===== config.mk =====
export PLATFORM = sky130hd
export DESIGN_NAME = mc_ctrl_flat
export DESIGN_NICKNAME = d
export VERILOG_FILES = /design/src/rtl/mc_ctrl_if.sv /design/src/rtl/mc_ctrl.sv /design/src/flat_wrapper.sv
export SDC_FILE = /design/constraint.sdc
export NUM_CORES = 1
export LEC_CHECK = 0
export BUFFER_PORTS_ARGS = -buffer_cell sky130_fd_sc_hd__buf_2
export CORE_MARGIN = 5
export CORE_UTILIZATION = 31
export DETAILED_ROUTE_END_ITERATION = 10
export SYNTH_ARGS = -nofsm -noshare
export SYNTH_HDL_FRONTEND = slang
export SYNTH_SLANG_ARGS = --single-unit

===== constraint.sdc =====
create_clock -name clk -period 3.2 [get_ports clk]
set_clock_uncertainty 0.1 [all_clocks]
set_input_delay 0.32 -clock clk [delete_from_list [all_inputs] [get_ports clk]]
set_output_delay 0.32 -clock clk [all_outputs]
set_load 0.01 [all_outputs]

===== src/rtl/mc_ctrl_if.sv =====
// Control/status bundle between the multi-cycle controller and the MIPS datapath/memory.
// master = controller side, slave = datapath side.
interface mc_ctrl_if #(
    parameter int ALUOP_W = 5,
    parameter int CNT_W   = 32
);
    logic [5:0]         opcode;
    logic [5:0]         funct;
    logic               zero;
    logic               mem_ready;
    logic               mem_req;
    logic               mem_read;
    logic               mem_write;
    logic               ir_write;
    logic               pc_write;
    logic [1:0]         pc_src;
    logic               alu_src_a;
    logic [1:0]         alu_src_b;
    logic [ALUOP_W-1:0] ALUOp;
    logic               reg_write;
    logic               reg_dst;
    logic               mem_to_reg;
    logic               illegal;
    logic [CNT_W-1:0]   instret;

    modport master (
        input  opcode, funct, zero, mem_ready,
        output mem_req, mem_read, mem_write, ir_write, pc_write, pc_src,
               alu_src_a, alu_src_b, ALUOp, reg_write, reg_dst, mem_to_reg,
               illegal, instret
    );

    modport slave (
        output opcode, funct, zero, mem_ready,
        input  mem_req, mem_read, mem_write, ir_write, pc_write, pc_src,
               alu_src_a, alu_src_b, ALUOp, reg_write, reg_dst, mem_to_reg,
               illegal, instret
    );
endinterface


===== src/rtl/mc_ctrl.sv =====
// Multi-cycle MIPS control FSM: sequences the shared ALU through fetch/decode/execute/
// memory/writeback, drives all write enables and counts retired instructions.
module mc_ctrl #(
    parameter int ALUOP_W = 5,
    parameter int CNT_W   = 32
) (
    input  logic         clk,
    input  logic         rstn,
    mc_ctrl_if.master    bus
);
    localparam logic [ALUOP_W-1:0] ALUOP_ADDU = ALUOP_W'(0);
    localparam logic [ALUOP_W-1:0] ALUOP_SUBU = ALUOP_W'(1);
    localparam logic [ALUOP_W-1:0] ALUOP_OR   = ALUOP_W'(2);
    localparam logic [ALUOP_W-1:0] ALUOP_EQL  = ALUOP_W'(3);
    localparam logic [ALUOP_W-1:0] ALUOP_LUI  = ALUOP_W'(4);

    typedef enum logic [3:0] {
        S_FETCH, S_DECODE, S_EXEC_R, S_EXEC_I, S_ADDR, S_MEM,
        S_WB_R, S_WB_I, S_WB_LW, S_BRANCH, S_JUMP, S_TRAP
    } state_t;

    state_t             r_state;
    state_t             w_next;
    logic               r_illegal;
    logic [CNT_W-1:0]   r_instret;
    logic               w_retire;

    logic               w_mem_req, w_mem_read, w_mem_write;
    logic               w_ir_write, w_pc_write;
    logic [1:0]         w_pc_src;
    logic               w_alu_src_a;
    logic [1:0]         w_alu_src_b;
    logic [ALUOP_W-1:0] w_alu_op;
    logic               w_reg_write, w_reg_dst, w_mem_to_reg;

    always_ff @(posedge clk) begin
        if (!rstn) begin
            r_state   <= S_FETCH;
            r_illegal <= 1'b0;
            r_instret <= '0;
        end else begin
            r_state <= w_next;
            if (w_next == S_TRAP)
                r_illegal <= 1'b1;
            if (w_retire)
                r_instret <= r_instret + CNT_W'(1);
        end
    end

    // Outputs stay at their idle values while rstn is low, so a reset mid-instruction
    // can never leak a write.
    always_comb begin
        w_next       = r_state;
        w_mem_req    = 1'b0;
        w_mem_read   = 1'b0;
        w_mem_write  = 1'b0;
        w_ir_write   = 1'b0;
        w_pc_write   = 1'b0;
        w_pc_src     = 2'b00;
        w_alu_src_a  = 1'b0;
        w_alu_src_b  = 2'b00;
        w_alu_op     = ALUOP_ADDU;
        w_reg_write  = 1'b0;
        w_reg_dst    = 1'b0;
        w_mem_to_reg = 1'b0;
        if (rstn) begin
            case (r_state)
                S_FETCH: begin
                    w_mem_req   = 1'b1;
                    w_mem_read  = 1'b1;
                    w_alu_src_b = 2'b01;
                    w_ir_write  = bus.mem_ready;
                    w_pc_write  = bus.mem_ready;
                    if (bus.mem_ready)
                        w_next = S_DECODE;
                end
                S_DECODE: begin
                    w_alu_src_b = 2'b11;
                    case (bus.opcode)
                        6'b000000:            w_next = S_EXEC_R;
                        6'b001101, 6'b001111: w_next = S_EXEC_I;
                        6'b100011, 6'b101011: w_next = S_ADDR;
                        6'b000100:            w_next = S_BRANCH;
                        6'b000010:            w_next = S_JUMP;
                        default:              w_next = S_TRAP;
                    endcase
                end
                S_EXEC_R: begin
                    w_alu_src_a = 1'b1;
                    w_next      = S_WB_R;
                    case (bus.funct)
                        6'b100001: w_alu_op = ALUOP_ADDU;
                        6'b100011: w_alu_op = ALUOP_SUBU;
                        6'b100101: w_alu_op = ALUOP_OR;
                        default:   w_next   = S_TRAP;
                    endcase
                end
                S_EXEC_I: begin
                    w_alu_src_a = 1'b1;
                    w_alu_src_b = 2'b10;
                    w_alu_op    = (bus.opcode == 6'b001111) ? ALUOP_LUI : ALUOP_OR;
                    w_next      = S_WB_I;
                end
                S_ADDR: begin
                    w_alu_src_a = 1'b1;
                    w_alu_src_b = 2'b10;
                    w_next      = S_MEM;
                end
                S_MEM: begin
                    // IR still holds lw/sw here; they differ only in opcode bit 3.
                    w_mem_req   = 1'b1;
                    w_mem_read  = ~bus.opcode[3];
                    w_mem_write = bus.opcode[3];
                    if (bus.mem_ready)
                        w_next = bus.opcode[3] ? S_FETCH : S_WB_LW;
                end
                S_WB_R: begin
                    w_reg_write = 1'b1;
                    w_reg_dst   = 1'b1;
                    w_next      = S_FETCH;
                end
                S_WB_I: begin
                    w_reg_write = 1'b1;
                    w_next      = S_FETCH;
                end
                S_WB_LW: begin
                    w_reg_write  = 1'b1;
                    w_mem_to_reg = 1'b1;
                    w_next       = S_FETCH;
                end
                S_BRANCH: begin
                    w_alu_src_a = 1'b1;
                    w_alu_op    = ALUOP_EQL;
                    w_pc_src    = 2'b01;
                    w_pc_write  = bus.zero;
                    w_next      = S_FETCH;
                end
                S_JUMP: begin
                    w_pc_src   = 2'b10;
                    w_pc_write = 1'b1;
                    w_next     = S_FETCH;
                end
                S_TRAP:  w_next = S_TRAP;
                default: w_next = S_FETCH;
            endcase
        end
    end

    // Every path back into FETCH from another state completes an instruction.
    assign w_retire = (w_next == S_FETCH) && (r_state != S_FETCH);

    assign bus.mem_req    = w_mem_req;
    assign bus.mem_read   = w_mem_read;
    assign bus.mem_write  = w_mem_write;
    assign bus.ir_write   = w_ir_write;
    assign bus.pc_write   = w_pc_write;
    assign bus.pc_src     = w_pc_src;
    assign bus.alu_src_a  = w_alu_src_a;
    assign bus.alu_src_b  = w_alu_src_b;
    assign bus.ALUOp      = w_alu_op;
    assign bus.reg_write  = w_reg_write;
    assign bus.reg_dst    = w_reg_dst;
    assign bus.mem_to_reg = w_mem_to_reg;
    assign bus.illegal    = r_illegal;
    assign bus.instret    = r_instret;
endmodule


===== src/flat_wrapper.sv =====
// flat-port wrapper written by rule: the top's interface ports become plain ports
module mc_ctrl_flat 
#(
    parameter int ALUOP_W = 5,
    parameter int CNT_W   = 32
)
  (clk, rstn, bus_opcode, bus_funct, bus_zero, bus_mem_ready, bus_mem_req, bus_mem_read, bus_mem_write, bus_ir_write, bus_pc_write, bus_pc_src, bus_alu_src_a, bus_alu_src_b, bus_ALUOp, bus_reg_write, bus_reg_dst, bus_mem_to_reg, bus_illegal, bus_instret);
  mc_ctrl_if #(.ALUOP_W(ALUOP_W), .CNT_W(CNT_W)) bus_i ();
  input  logic clk;
  input  logic rstn;
  input wire logic [$bits(bus_i.opcode)-1:0] bus_opcode;
  input wire logic [$bits(bus_i.funct)-1:0] bus_funct;
  input wire logic [$bits(bus_i.zero)-1:0] bus_zero;
  input wire logic [$bits(bus_i.mem_ready)-1:0] bus_mem_ready;
  output wire logic [$bits(bus_i.mem_req)-1:0] bus_mem_req;
  output wire logic [$bits(bus_i.mem_read)-1:0] bus_mem_read;
  output wire logic [$bits(bus_i.mem_write)-1:0] bus_mem_write;
  output wire logic [$bits(bus_i.ir_write)-1:0] bus_ir_write;
  output wire logic [$bits(bus_i.pc_write)-1:0] bus_pc_write;
  output wire logic [$bits(bus_i.pc_src)-1:0] bus_pc_src;
  output wire logic [$bits(bus_i.alu_src_a)-1:0] bus_alu_src_a;
  output wire logic [$bits(bus_i.alu_src_b)-1:0] bus_alu_src_b;
  output wire logic [$bits(bus_i.ALUOp)-1:0] bus_ALUOp;
  output wire logic [$bits(bus_i.reg_write)-1:0] bus_reg_write;
  output wire logic [$bits(bus_i.reg_dst)-1:0] bus_reg_dst;
  output wire logic [$bits(bus_i.mem_to_reg)-1:0] bus_mem_to_reg;
  output wire logic [$bits(bus_i.illegal)-1:0] bus_illegal;
  output wire logic [$bits(bus_i.instret)-1:0] bus_instret;
  assign bus_i.opcode = bus_opcode;
  assign bus_i.funct = bus_funct;
  assign bus_i.zero = bus_zero;
  assign bus_i.mem_ready = bus_mem_ready;
  assign bus_mem_req = bus_i.mem_req;
  assign bus_mem_read = bus_i.mem_read;
  assign bus_mem_write = bus_i.mem_write;
  assign bus_ir_write = bus_i.ir_write;
  assign bus_pc_write = bus_i.pc_write;
  assign bus_pc_src = bus_i.pc_src;
  assign bus_alu_src_a = bus_i.alu_src_a;
  assign bus_alu_src_b = bus_i.alu_src_b;
  assign bus_ALUOp = bus_i.ALUOp;
  assign bus_reg_write = bus_i.reg_write;
  assign bus_reg_dst = bus_i.reg_dst;
  assign bus_mem_to_reg = bus_i.mem_to_reg;
  assign bus_illegal = bus_i.illegal;
  assign bus_instret = bus_i.instret;
  mc_ctrl #(.ALUOP_W(ALUOP_W), .CNT_W(CNT_W)) u_core (.clk(clk), .rstn(rstn), .bus(bus_i));
endmodule

==> results.json <==
{
  "status": "finished clean",
  "antenna_found_initial": 0,
  "cts_buffers": 5,
  "relSlewSlack_pct": 65.2,
  "synth_top_area_share_pct": 32.6,
  "clock-sinks": 37,
  "drt_iter0_drc": 130,
  "insertion_delay_ps": 280,
  "ant_nets": 0,
  "leakagePower_nw": 1.11,
  "post-route-period-util_pct": 90.0,
  "synth_top_flop_cell": "dfxtp_1",
  "synthTopCellsByArea": "dfxtp_1 33%, a21oi_1 6.8%, o31ai_1 5.0%",
  "tightest_slew_ps": 520,
  "placed_area_sq_um": 2720,
  "totalPowerFinal_mw": 1.48,
  "synthCells": 290,
  "synth_cell_type_count": 51,
  "synthesis.area_sq_um": 2270,
  "grt_pass1_wl_mm": 10.9,
  "drc": 0,
  "endpoint_kind": "flop",
  "drtPass1Iterations": 4,
  "wl_mm": 6.53,
  "hpwl_mm": 4.76,
  "max_freq_mhz": 347,
  "vias": 2448,
  "yosys.area.top_type": "dfxtp_1",
  "syn_avg_cell_area_sq_um": 7.84,
  "critPathMaxFanout": 39,
  "wire_per_inst_microns": 14.4,
  "async_flop_share_pct": 0,
  "diodes": 0,
  "place.port_buffers": 64,
  "post_cts_resize_count": 0,
  "final_area_sq_um": 2790,
  "start_util_pct": 31.5,
  "htree_levels": 2,
  "holdWs_ps": 299,
  "startpoint_type": "flop",
  "path_clk_slew_ps": 70,
  "grt_pass1_vias": 2288,
  "cts_tree": "built",
  "ys_seq_elements": 37,
  "die_area_sq_um": 9150,
  "synth.most_common_cell": "dfxtp_1",
  "synth_enable_flop_cells": 0,
  "fin_setup_tns_ps": 0,
  "grt_util_all_layers_pct": 14.8,
  "die_w_microns": 95.6,
  "nets": 371,
  "grt_max_degree": 40,
  "grt_setup_unrepaired": "no",
  "hold_path.class": "input port to flop",
  "crit_type": "flop to flop",
  "row_count": 31,
  "post-cts-setup-buffers": 0,
  "post-route-min-period_ps": 2880,
  "power.density_nw_per_um2": 531,
  "io_pins": 67,
  "cts_hold_buffers": 0,
  "globalRouteOverflowTotal": 0,
  "n_fill_cell": 807,
  "cts_max_path_buffers": 2,
  "maxCapViolCount": 0,
  "cts-root-buf": "clkbuf_8",
  "yosysSeqAreaShare_pct": 32.6,
  "ir_drop_mv": 0.299,
  "worstPathRequired_ps": 3320,
  "ys_warn_count": 0,
  "synth.top_cells.by_count": "37 x dfxtp_1, 31 x a21oi_1, 28 x nand2_1",
  "gp_congestion": 0.820,
  "crit_arrival_ps": 3000,
  "via_per_inst": 5.42,
  "core_area_sq_um": 7210,
  "finalSetupViolations": 0,
  "slew_violations": 0,
  "drive_gt1_share_pct": 25.2,
  "synthToLayoutAreaGrowth_pct": 22.8,
  "chipHeight_microns": 95.6,
  "hold_viol_final": 0
}
==> report_power, final <==
part / leakage, nW / total, mW / internal, mW / switching [mW]
logic: 0.768 / 0.641 / 0.243 / 0.397
registers: 0.299 / 0.545 / 0.491 / 0.0541
clock network: 0.0399 / 0.297 / 0.143 / 0.154
total: 1.11 / 1.48 / 0.877 / 0.606
==> state kept, by name, indices dropped and copies added (netlist names) <==
name	flops
u_core.r_state	4
u_core.bus.instret	32
u_core.bus.illegal	1
==> per-layer routing <==
metal	vias up	GRT usage [%]	part of all wire [%]	wire (microns)
met2	61	24.3	48	3150
met1	1159	19.4	45	2950
met4	0	3.67	1.0	65
met3	6	3.31	5.5	359
li1	1222	-	-	-
met5	-	0	0	0
==> layout make-up <==
class,count,area [sq um],share of cell area [%]
well taps,99,124,4.44
repair buffers,76,410,14.7
multi-input cells,228,1420,50.9
clock inverters,1,5.00,0.179
clock buffers,5,68.8,2.46
inverters,6,22.5,0.806
flip-flops and latches,37,741,26.5
==> critical path, stage by stage, from the launching register on <==
cell and delay (ps):
dfxtp_1 330, nor4b_1 490, nand3_1 180, nand4_1 230, o311ai_4 160, or3_1 380, buf_4 250, or4_1 540
a21oi_1 140
==> cell families after synthesis <==
logic type                 count (synthesis)  share of synthesized area, %
muxes                                      5                          2.20
adders and majority gates                  1                         0.550
DFF                                       37                          32.6
and+or+nand+nor                          137                          33.8
buffers and inverters                     26                          5.06
xor gates and xnor gates                   3                          1.16
other                                      1                         0.165
AOI/OAI and AO/OA                         80                          24.4
==> worst paths after layout <==
path,start,end,slack (ps),depth (start not counted)
max reg2reg,u_core.r_state[0]$_SDFF_PN0_,u_core.bus.instret[18]$_SDFFE_PN0P_,320,8
min,rstn,u_core.bus.instret[11]$_SDFFE_PN0P_,300,2
max,u_core.r_state[0]$_SDFF_PN0_,u_core.bus.instret[18]$_SDFFE_PN0P_,320,8
min reg2reg,u_core.bus.instret[17]$_SDFFE_PN0P_,u_core.bus.instret[17]$_SDFFE_PN0P_,390,2
==> placed cells by master (no fill, tap or decap), drive strengths merged, types with 4 or more instances in the layout <==
| cell | instances |
|---|---|
| o41ai | 7 |
| inv | 6 |
| or3 | 6 |
| o21ai | 4 |
| dfxtp | 37 |
| nor2 | 20 |
| o31ai | 15 |
| nor3 | 6 |
| mux2i | 5 |
| nor2b | 7 |
| buf | 76 |
| nand3b | 4 |
| a21oi | 31 |
| or4 | 12 |
| nand3 | 14 |
| and3 | 6 |
| nand2 | 28 |
| nand4 | 9 |
| nand2b | 8 |
| clkbuf | 5 |
==> stage by stage <==
stage               worst slack (ps)  std cells  utilization (%)
floorplan                        425        291                -
global placement                 232        446             37.7
detailed placement               204        446             37.7
CTS                              317        452             38.7
global route                    90.8        452             38.7
finish                           319        452             38.7
(Power assumes the default switching activity.)
